**config.mk**
```make
export PLATFORM = sky130hd
export DESIGN_NAME = rc5_dut
export DESIGN_NICKNAME = d
export VERILOG_FILES = /design/src/rtl/rc5_dut.sv
export SDC_FILE = /design/constraint.sdc
export NUM_CORES = 2
export LEC_CHECK = 0
export BUFFER_PORTS_ARGS = -buffer_cell sky130_fd_sc_hd__buf_2
export CAP_MARGIN = 10
export CORE_MARGIN = 4
export CORE_UTILIZATION = 66
export DETAILED_ROUTE_END_ITERATION = 12
export PLACE_DENSITY = 0.93
export SYNTH_ARGS = -nofsm -noshare
export SYNTH_HDL_FRONTEND = slang
export SYNTH_HIERARCHICAL = 1
export SYNTH_SLANG_ARGS = --single-unit
```
**constraint.sdc**
```tcl
create_clock -name clk -period 21.9 [get_ports clk]
set_input_delay 4.38 -clock clk [delete_from_list [all_inputs] [get_ports clk]]
set_output_delay 4.38 -clock clk [all_outputs]
set_load 0.03 [all_outputs]
```
**src/rtl/rc5_dut.sv**
```systemverilog
// RC5-32/12/16 iterative engine: byte-wide key RAM, on-chip key expansion into
// the S table, then one 64-bit block enciphered or deciphered per start request.

// Single-port storage with combinational read, used for the key, L and S arrays.
module rc5_ram #(
    parameter int DEPTH = 16,
    parameter int WIDTH = 8,
    parameter int AW    = $clog2(DEPTH)
) (
    input  logic             clk,
    input  logic             wen,
    input  logic [AW-1:0]    addr,
    input  logic [WIDTH-1:0] wdata,
    output logic [WIDTH-1:0] rdata
);
    logic [WIDTH-1:0] ram [DEPTH];

    // Write port; NOTE: the array has no reset so the key survives rst and
    // the storage can map onto plain RAM without a clear sequence.
    always_ff @(posedge clk) begin
        if (wen) ram[addr] <= wdata;
    end

    assign rdata = ram[addr];
endmodule

module rc5_dut #(
    parameter int           W  = 32,
    parameter int           C  = 4,
    parameter int           B  = 16,
    parameter int           R  = 12,
    parameter logic [W-1:0] QW = 32'h9e3779b9,
    parameter logic [W-1:0] PW = 32'hb7e15163
) (
    input  logic                 clk,
    input  logic                 rst,
    input  logic                 iStartCipher,
    input  logic                 iStartDecipher,
    input  logic [7:0]           iKey_sub_i,
    input  logic [$clog2(B)-1:0] iKey_address,
    input  logic                 iWen,
    input  logic [W-1:0]         iA,
    input  logic [W-1:0]         iB,
    input  logic [W-1:0]         iA_cipher,
    input  logic [W-1:0]         iB_cipher,
    output logic [W-1:0]         oA_cipher,
    output logic [W-1:0]         oB_cipher,
    output logic [W-1:0]         oA_decipher,
    output logic [W-1:0]         oB_decipher,
    output logic                 oDoneCipher,
    output logic                 oDoneDecipher
);
    localparam int T    = 2 * R + 2;
    localparam int MIXN = 3 * ((T > C) ? T : C);
    localparam int RW   = $clog2(W);
    localparam int KAW  = $clog2(B);
    localparam int LAW  = $clog2(C);
    localparam int SAW  = $clog2(T);
    localparam int CW   = $clog2(MIXN);

    localparam logic [CW-1:0]  KEY_LAST = CW'(B - 1);
    localparam logic [CW-1:0]  TAB_LAST = CW'(T - 1);
    localparam logic [CW-1:0]  MIX_LAST = CW'(MIXN - 1);
    localparam logic [SAW-1:0] S_TOP    = SAW'(T - 1);
    localparam logic [LAW-1:0] L_TOP    = LAW'(C - 1);

    typedef enum logic [2:0] {IDLE, LOAD_L, INIT_S, MIX, CRYPT, DONE} stateType;

    stateType state, nextState;

    logic [CW-1:0]  cnt;
    logic           modeDec;
    logic [W-1:0]   regA, regB;
    logic [SAW-1:0] sIdx;
    logic [LAW-1:0] lIdx;
    logic [W-1:0]   sVal;
    logic [W-9:0]   lWord;

    logic           kWen, lWen, sWen;
    logic [KAW-1:0] kAddr;
    logic [LAW-1:0] lAddr;
    logic [SAW-1:0] sAddr, cryptIdx;
    logic [7:0]     kRdata;
    logic [W-1:0]   lWdata, lRdata, sWdata, sRdata;
    logic [W-1:0]   mixA, mixB, cryptA, cryptB;
    logic [RW-1:0]  mixAmt;

    function automatic logic [W-1:0] rotl(input logic [W-1:0] x, input logic [RW-1:0] n);
        logic [RW-1:0] m;
        m = -n;
        return (x << n) | (x >> m);
    endfunction

    function automatic logic [W-1:0] rotr(input logic [W-1:0] x, input logic [RW-1:0] n);
        logic [RW-1:0] m;
        m = -n;
        return (x >> n) | (x << m);
    endfunction

    rc5_ram #(.DEPTH(B), .WIDTH(8)) key_RAM (
        .clk(clk), .wen(kWen), .addr(kAddr), .wdata(iKey_sub_i), .rdata(kRdata)
    );

    rc5_ram #(.DEPTH(C), .WIDTH(W)) L_RAM (
        .clk(clk), .wen(lWen), .addr(lAddr), .wdata(lWdata), .rdata(lRdata)
    );

    rc5_ram #(.DEPTH(T), .WIDTH(W)) S_RAM (
        .clk(clk), .wen(sWen), .addr(sAddr), .wdata(sWdata), .rdata(sRdata)
    );

    // One key-schedule mix iteration per cycle: S[i] and L[j] are updated together.
    assign mixA   = rotl(sRdata + regA + regB, RW'(3));
    assign mixAmt = mixA[RW-1:0] + regB[RW-1:0];
    assign mixB   = rotl(lRdata + mixA + regB, mixAmt);

    // Cipher walks the S table upwards, decipher walks it downwards.
    assign cryptIdx = modeDec ? (S_TOP - cnt[SAW-1:0]) : cnt[SAW-1:0];

    // State register.
    always_ff @(posedge clk) begin
        if (rst) state <= IDLE;
        else     state <= nextState;
    end

    // Next-state decode; the DONE exit follows the start level of the latched mode.
    always_comb begin
        nextState = state;
        case (state)
            IDLE:    if (iStartCipher || iStartDecipher) nextState = LOAD_L;
            LOAD_L:  if (cnt == KEY_LAST) nextState = INIT_S;
            INIT_S:  if (cnt == TAB_LAST) nextState = MIX;
            MIX:     if (cnt == MIX_LAST) nextState = CRYPT;
            CRYPT:   if (cnt == TAB_LAST) nextState = DONE;
            DONE:    if (!(modeDec ? iStartDecipher : iStartCipher)) nextState = IDLE;
            default: nextState = IDLE;
        endcase
    end

    // RAM port steering; NOTE: every output gets a default first so no path
    // through the case leaves a signal unassigned and infers a latch.
    always_comb begin
        kWen   = 1'b0;
        kAddr  = iKey_address;
        lWen   = 1'b0;
        lAddr  = lIdx;
        lWdata = mixB;
        sWen   = 1'b0;
        sAddr  = sIdx;
        sWdata = mixA;
        case (state)
            IDLE: kWen = iWen;
            LOAD_L: begin
                kAddr  = cnt[KAW-1:0];
                lAddr  = cnt[LAW+1:2];
                lWdata = {kRdata, lWord};
                lWen   = (cnt[1:0] == 2'b11);  // fourth byte completes an L word
            end
            INIT_S: begin
                sAddr  = cnt[SAW-1:0];
                sWdata = sVal;
                sWen   = 1'b1;
            end
            MIX: begin
                sWen = 1'b1;
                lWen = 1'b1;
            end
            CRYPT: sAddr = cryptIdx;
            default: ;
        endcase
    end

    // One half-round per cycle; indices 0 and 1 are the whitening steps.
    always_comb begin
        cryptA = regA;
        cryptB = regB;
        if (!modeDec) begin
            if (cryptIdx[SAW-1:1] == '0) begin
                if (!cryptIdx[0]) cryptA = regA + sRdata;
                else              cryptB = regB + sRdata;
            end else if (!cryptIdx[0]) begin
                cryptA = rotl(regA ^ regB, regB[RW-1:0]) + sRdata;
            end else begin
                cryptB = rotl(regB ^ regA, regA[RW-1:0]) + sRdata;
            end
        end else begin
            if (cryptIdx[SAW-1:1] == '0) begin
                if (!cryptIdx[0]) cryptA = regA - sRdata;
                else              cryptB = regB - sRdata;
            end else if (!cryptIdx[0]) begin
                cryptA = rotr(regA - sRdata, regB[RW-1:0]) ^ regB;
            end else begin
                cryptB = rotr(regB - sRdata, regA[RW-1:0]) ^ regA;
            end
        end
    end

    // Datapath registers and result outputs; NOTE: non-blocking assignments so
    // every register samples pre-edge values regardless of statement order.
    always_ff @(posedge clk) begin
        if (rst) begin
            cnt           <= '0;
            modeDec       <= 1'b0;
            regA          <= '0;
            regB          <= '0;
            sIdx          <= '0;
            lIdx          <= '0;
            sVal          <= PW;
            lWord         <= '0;
            oA_cipher     <= '0;
            oB_cipher     <= '0;
            oA_decipher   <= '0;
            oB_decipher   <= '0;
            oDoneCipher   <= 1'b0;
            oDoneDecipher <= 1'b0;
        end else begin
            cnt <= (nextState != state) ? '0 : cnt + 1'b1;
            case (state)
                IDLE: begin
                    modeDec <= !iStartCipher;
                    sVal    <= PW;
                end
                LOAD_L: lWord <= {kRdata, lWord[W-9:8]};
                INIT_S: begin
                    sVal <= sVal + QW;
                    regA <= '0;
                    regB <= '0;
                    sIdx <= '0;
                    lIdx <= '0;
                end
                MIX: begin
                    if (nextState == CRYPT) begin
                        regA <= modeDec ? iA_cipher : iA;
                        regB <= modeDec ? iB_cipher : iB;
                    end else begin
                        regA <= mixA;
                        regB <= mixB;
                    end
                    sIdx <= (sIdx == S_TOP) ? '0 : sIdx + 1'b1;
                    lIdx <= (lIdx == L_TOP) ? '0 : lIdx + 1'b1;
                end
                CRYPT: begin
                    regA <= cryptA;
                    regB <= cryptB;
                    if (nextState == DONE) begin
                        if (modeDec) begin
                            oA_decipher   <= cryptA;
                            oB_decipher   <= cryptB;
                            oDoneDecipher <= 1'b1;
                        end else begin
                            oA_cipher   <= cryptA;
                            oB_cipher   <= cryptB;
                            oDoneCipher <= 1'b1;
                        end
                    end
                end
                DONE: begin
                    if (nextState == IDLE) begin
                        oDoneCipher   <= 1'b0;
                        oDoneDecipher <= 1'b0;
                    end
                end
                default: ;
            endcase
        end
    end
endmodule

```
==> results of run 1 <==
-- metal layers --
metal  GRT overflow  global-route usage [%]
met3              0                    50.0
met2              0                    83.9
met5              0                    28.0
met4              2                    61.7
met1              0                    72.0
-- per-stage QoR --
step / utilization [%] / cell area [um^2] / setup slack [ns]
after floorplan: - / 90800 / 9.95
after global placement: 69.3 / 94400 / 6.83
after detailed placement: 69.3 / 94400 / 6.63
after CTS: 72.9 / 99200 / 6.00
-- logic make-up after synthesis --
logic type | count (synthesis) | synth area share, %
simple gates | 2575 | 12.7
flops | 1356 | 41.9
mux | 864 | 13.3
buf+inv | 926 | 4.18
fa+ha+maj | 303 | 4.51
xor+xnor | 355 | 3.42
compound gates | 2755 | 20.1
-- synthesized netlist by cell type, drive strengths merged, types with 108 or more instances --
cell type and n:
a21oi 694, nor3 166, mux4 262, a21o 125, clkbuf 483, a22oi 174
o21ai 577, edfxtp 1088, nand2 892, a211oi 182, nor2 808, dfxtp 268
o211ai 118, xor2 108, inv 231, ha 263, xnor2 247, mux2i 526
buf 208, nand3 213
==> flow_summary.toml, run 1 <==
[yosys]
synth_top_area_share_pct = 36.0
ys_ff_latch = 1356
synth-edff-count = 1088
avgSynthCellArea_um2 = 9.94
synth.distinct_cells = 112
syn_nets = 9582
yosysSeqAreaShare_pct = 41.9
synth.area.top_cells = "edfxtp_1, mux4_2, dfxtp_1"
yosysWarnings = 6
syn_area_um2 = 90800
synthFlopType = "edfxtp_1"
synthCells = 9134
postSynth.asyncResetShare_pct = 0
yosys.area.top_type = "edfxtp_1"

[clock_tree]
htree_levels = 4
ctsResizeCount = 0
cts_inserted_buffers = 138
cts_root_buf = "clkbuf_16"
cts_sinks = 1356
ctsHoldBuffers = 0
cts_buffer_depth = 3
post_cts_buffers = 0

[die]
ioPinCount = 275
fp.dieW_um = 379
die_y_um = 379
rows = 135
start_util_pct = 66.7

[global_route]
track_usage_pct = 67.9
grt-ovfl-total = 2
grt_pass1_vias = 93600
grt_pass1_wl_um = 691000
grt_max_degree = 125

[outcome]
haltStage = "5_1_grt"
first-error = "[ERROR GRT-0116] Global routing finished with congestion. Check the congestion regions in the DRC Viewer."
outcome = "stopped before the end"

[placement]
dp_hpwl_um = 321000
place.gp.congestion = 1.24
io_buffers = 274
numPlacedInstances = 10800
==> run 2, diff against run 1 <==
- CORE_UTILIZATION: 66 -> 40
- PLACE_DENSITY: 0.93 -> not set
- PLACE_DENSITY_LB_ADDON: not set -> 0.15
==> run 2 against run 1 <==
The flow now finishes, with violations (capacitance limit). Synthesized area stayed put. Synthesized cell count stayed put.
==> flow_summary.toml, run 2 <==
[setup_path]
crit_path_top_delay_cell = "buf_4"
cpMostUsedCell = "buf_4"
r2r_start = "state[2]"
rr_worst_depth = 47
critical_path_peak_fanout = 106
cpPeakStageDelay_ns = 0.94
path_buf_inv = 10
start_kind = "flop"
end_kind = "flop"
required_ns = 22.59
cp.arrival_ns = 17.29
r2r_setup_slack_ns = 5.30
path_class = "flop to flop"
cpLargestDelayFamily = "compound AO/OA/AOI/OAI gates"
reg2reg_to = "regB[24]"

[power_and_ir_drop]
power_density_nw_per_um2 = 57.6
power.leakage_uw = 0.0363
total_power_uw = 5850
ir_drop_v = 0.0000709

[yosys]
yosysWarnings = 6
yosys.area.top_type = "edfxtp_1"
avgSynthCellArea_um2 = 9.94
synthFlopType = "edfxtp_1"
yosysMostFrequentCell = "edfxtp_1"
synth_top_area_share_pct = 36.0
synth.area.top_cells = "edfxtp_1, mux4_2, dfxtp_1"
synthCells = 9134
ys_ff_latch = 1356
synth.distinct_cells = 112
syn_nets = 9582
syn_area_um2 = 90800
synth-edff-count = 1088
postSynth.asyncResetShare_pct = 0
ys_top_cells_by_count = "edfxtp_1, nand2_1, nor2_1"
yosysSeqAreaShare_pct = 41.9

[routing]
drc = 0
vias_per_cell = 6.78
drt_iter0_drc = 12500
wl_per_cell_um = 39.1
vias = 83800
detail-route-antenna-nets = 0
routed_wl_um = 484000
drtPass1Iterations = 9

[finish]
layout-drive-gt1-share_pct = 14.7
instances_no_fill = 12400
final_common_cell = "edfxtp_1"
reg_top3 = "S_RAM/ram x832, L_RAM/ram x128, key_RAM/ram x128"
largest_reg_flops = 832
post-route-util_pct = 45.1
final_cell_mix = "edfxtp_1, nand2_1, nor2_1, a21oi_1, mux2i_1"
syn_to_final_growth_pct = 11.9
fin_nets = 9671
top_register = "S_RAM/ram"

[worst_hold_path]
min_from = "lWord[9]"
whs_endpoint = "lWord[1]"
min_path_cells = 2
hold_path.class = "flop to flop"

[timing]
layout_min_cycle_time_ns = 16.60
worst_slew_pin_slew_ns = 1.48
setup_viol = 0
relSlewSlack_pct = 0.836
finalHoldViolCount = 0
grt_setup_unrepaired = "no"
fin_crit_sh_pct = 75.8
fin_tns_setup_ns = 0
max_freq_mhz = 60.3
slew_viol_final = 0
fin_skew_ns = 0.136

[clock_tree]
clock_latency_ns = 0.88
cts_sinks = 1356
clk_pin_slew_ns = 0.07
ctsResizeCount = 0
ctsHoldBuffers = 0
cts_buffer_depth = 3
htree_levels = 4
tritoncts = "yes"
cts_root_buf = "clkbuf_16"
cts_inserted_buffers = 152
post_cts_buffers = 0

[global_route]
antenna_found_initial = 46
grt_max_degree = 121
grt_pass1_vias = 77500
track_usage_pct = 39.8
grt_pass1_wl_um = 654000
grt-ovfl-total = 0

[die]
die_y_um = 484
rows = 174
die_area_um2 = 235000
fp.dieW_um = 484
ioPinCount = 275
start_util_pct = 40.3
core_um2 = 225000

[placement]
dp_hpwl_um = 356000
numPlacedInstances = 12100
place.gp.congestion = 1.14
io_buffers = 274

[run]
drv_cap = 1

[outcome]
outcome = "finished, violations left"
violations = "capacitance limit"
-- run 2: cell counts after synthesis --
No cell type changed its count.
-- run 2: cell families after synthesis --
| kind of cell | share of synthesized area (%) |
|---|---|
| AO/OA/AOI/OAI | 20.1 |
| XOR/XNOR | 3.42 |
| adder cells (fa/ha/maj) | 4.51 |
| buffers and inverters | 4.18 |
| flip-flops | 41.9 |
| multiplexers | 13.3 |
| AND/OR/NAND/NOR | 12.7 |
-- run 2: layout make-up --
cell class	count	area, um^2
Timing Repair Buffer	626	4070
Sequential cell	1356	38100
Inverter	235	887
Clock inverter	96	1150
Antenna cell	29	72.6
Clock buffer	188	3980
Multi-Input combinational cell	6852	49600
Tap cell	2992	3740
Fill cell	21500	124000
-- run 2: worst max path at each step --
stage | startpoint | endpoint | slack, ns | depth (start not counted)
3_3_place_gp | state[2] | regB[31] | 6.08 | 51
3_5_place_dp | state[2] | L_RAM/ram[2][24] | 5.96 | 46
4_1_cts | state[2] | regB[24] | 5.87 | 47
6_report | state[2] | regB[24] | 5.30 | 47
5_1_grt | state[2] | regB[24] | 4.79 | 48
2_1_floorplan | modeDec | regB[10] | 9.95 | 51
-- run 2: layer usage --
layer,vias to the layer above,GRT usage [%],wire length (um)
met5,-,0.694,156
met4,26,32.2,48300
met3,1646,13.7,53600
met2,5568,57.9,204000
met1,41600,47.5,178000
li1,35000,-,-
-- run 2: worst min-delay path, stage by stage, from the launching register on --
cell	delay [ns]
dfxtp_1	0.33
nand2_1	0.07
a21oi_1	0.06
-- run 2: metrics by stage --
step                      setup WS, ns  hold slack, ns  area (um^2)
after global routing              4.79           0.448       102000
after detailed placement          5.96           0.446        96300
final                             5.30           0.436       102000
after CTS                         5.87           0.453       101000
after floorplan                   9.95           0.434        90800
after global placement            6.08           0.442        96300
-- run 2: power breakdown --
group          total, uW  leakage [uW]  internal (uW)  switching [uW]
sequential          2770        0.0119           2760            7.14
clock               2620       0.00246           1460            1150
combinational        466        0.0219            101             366
total               5850        0.0363           4320            1530
(Power assumes the default switching activity.)
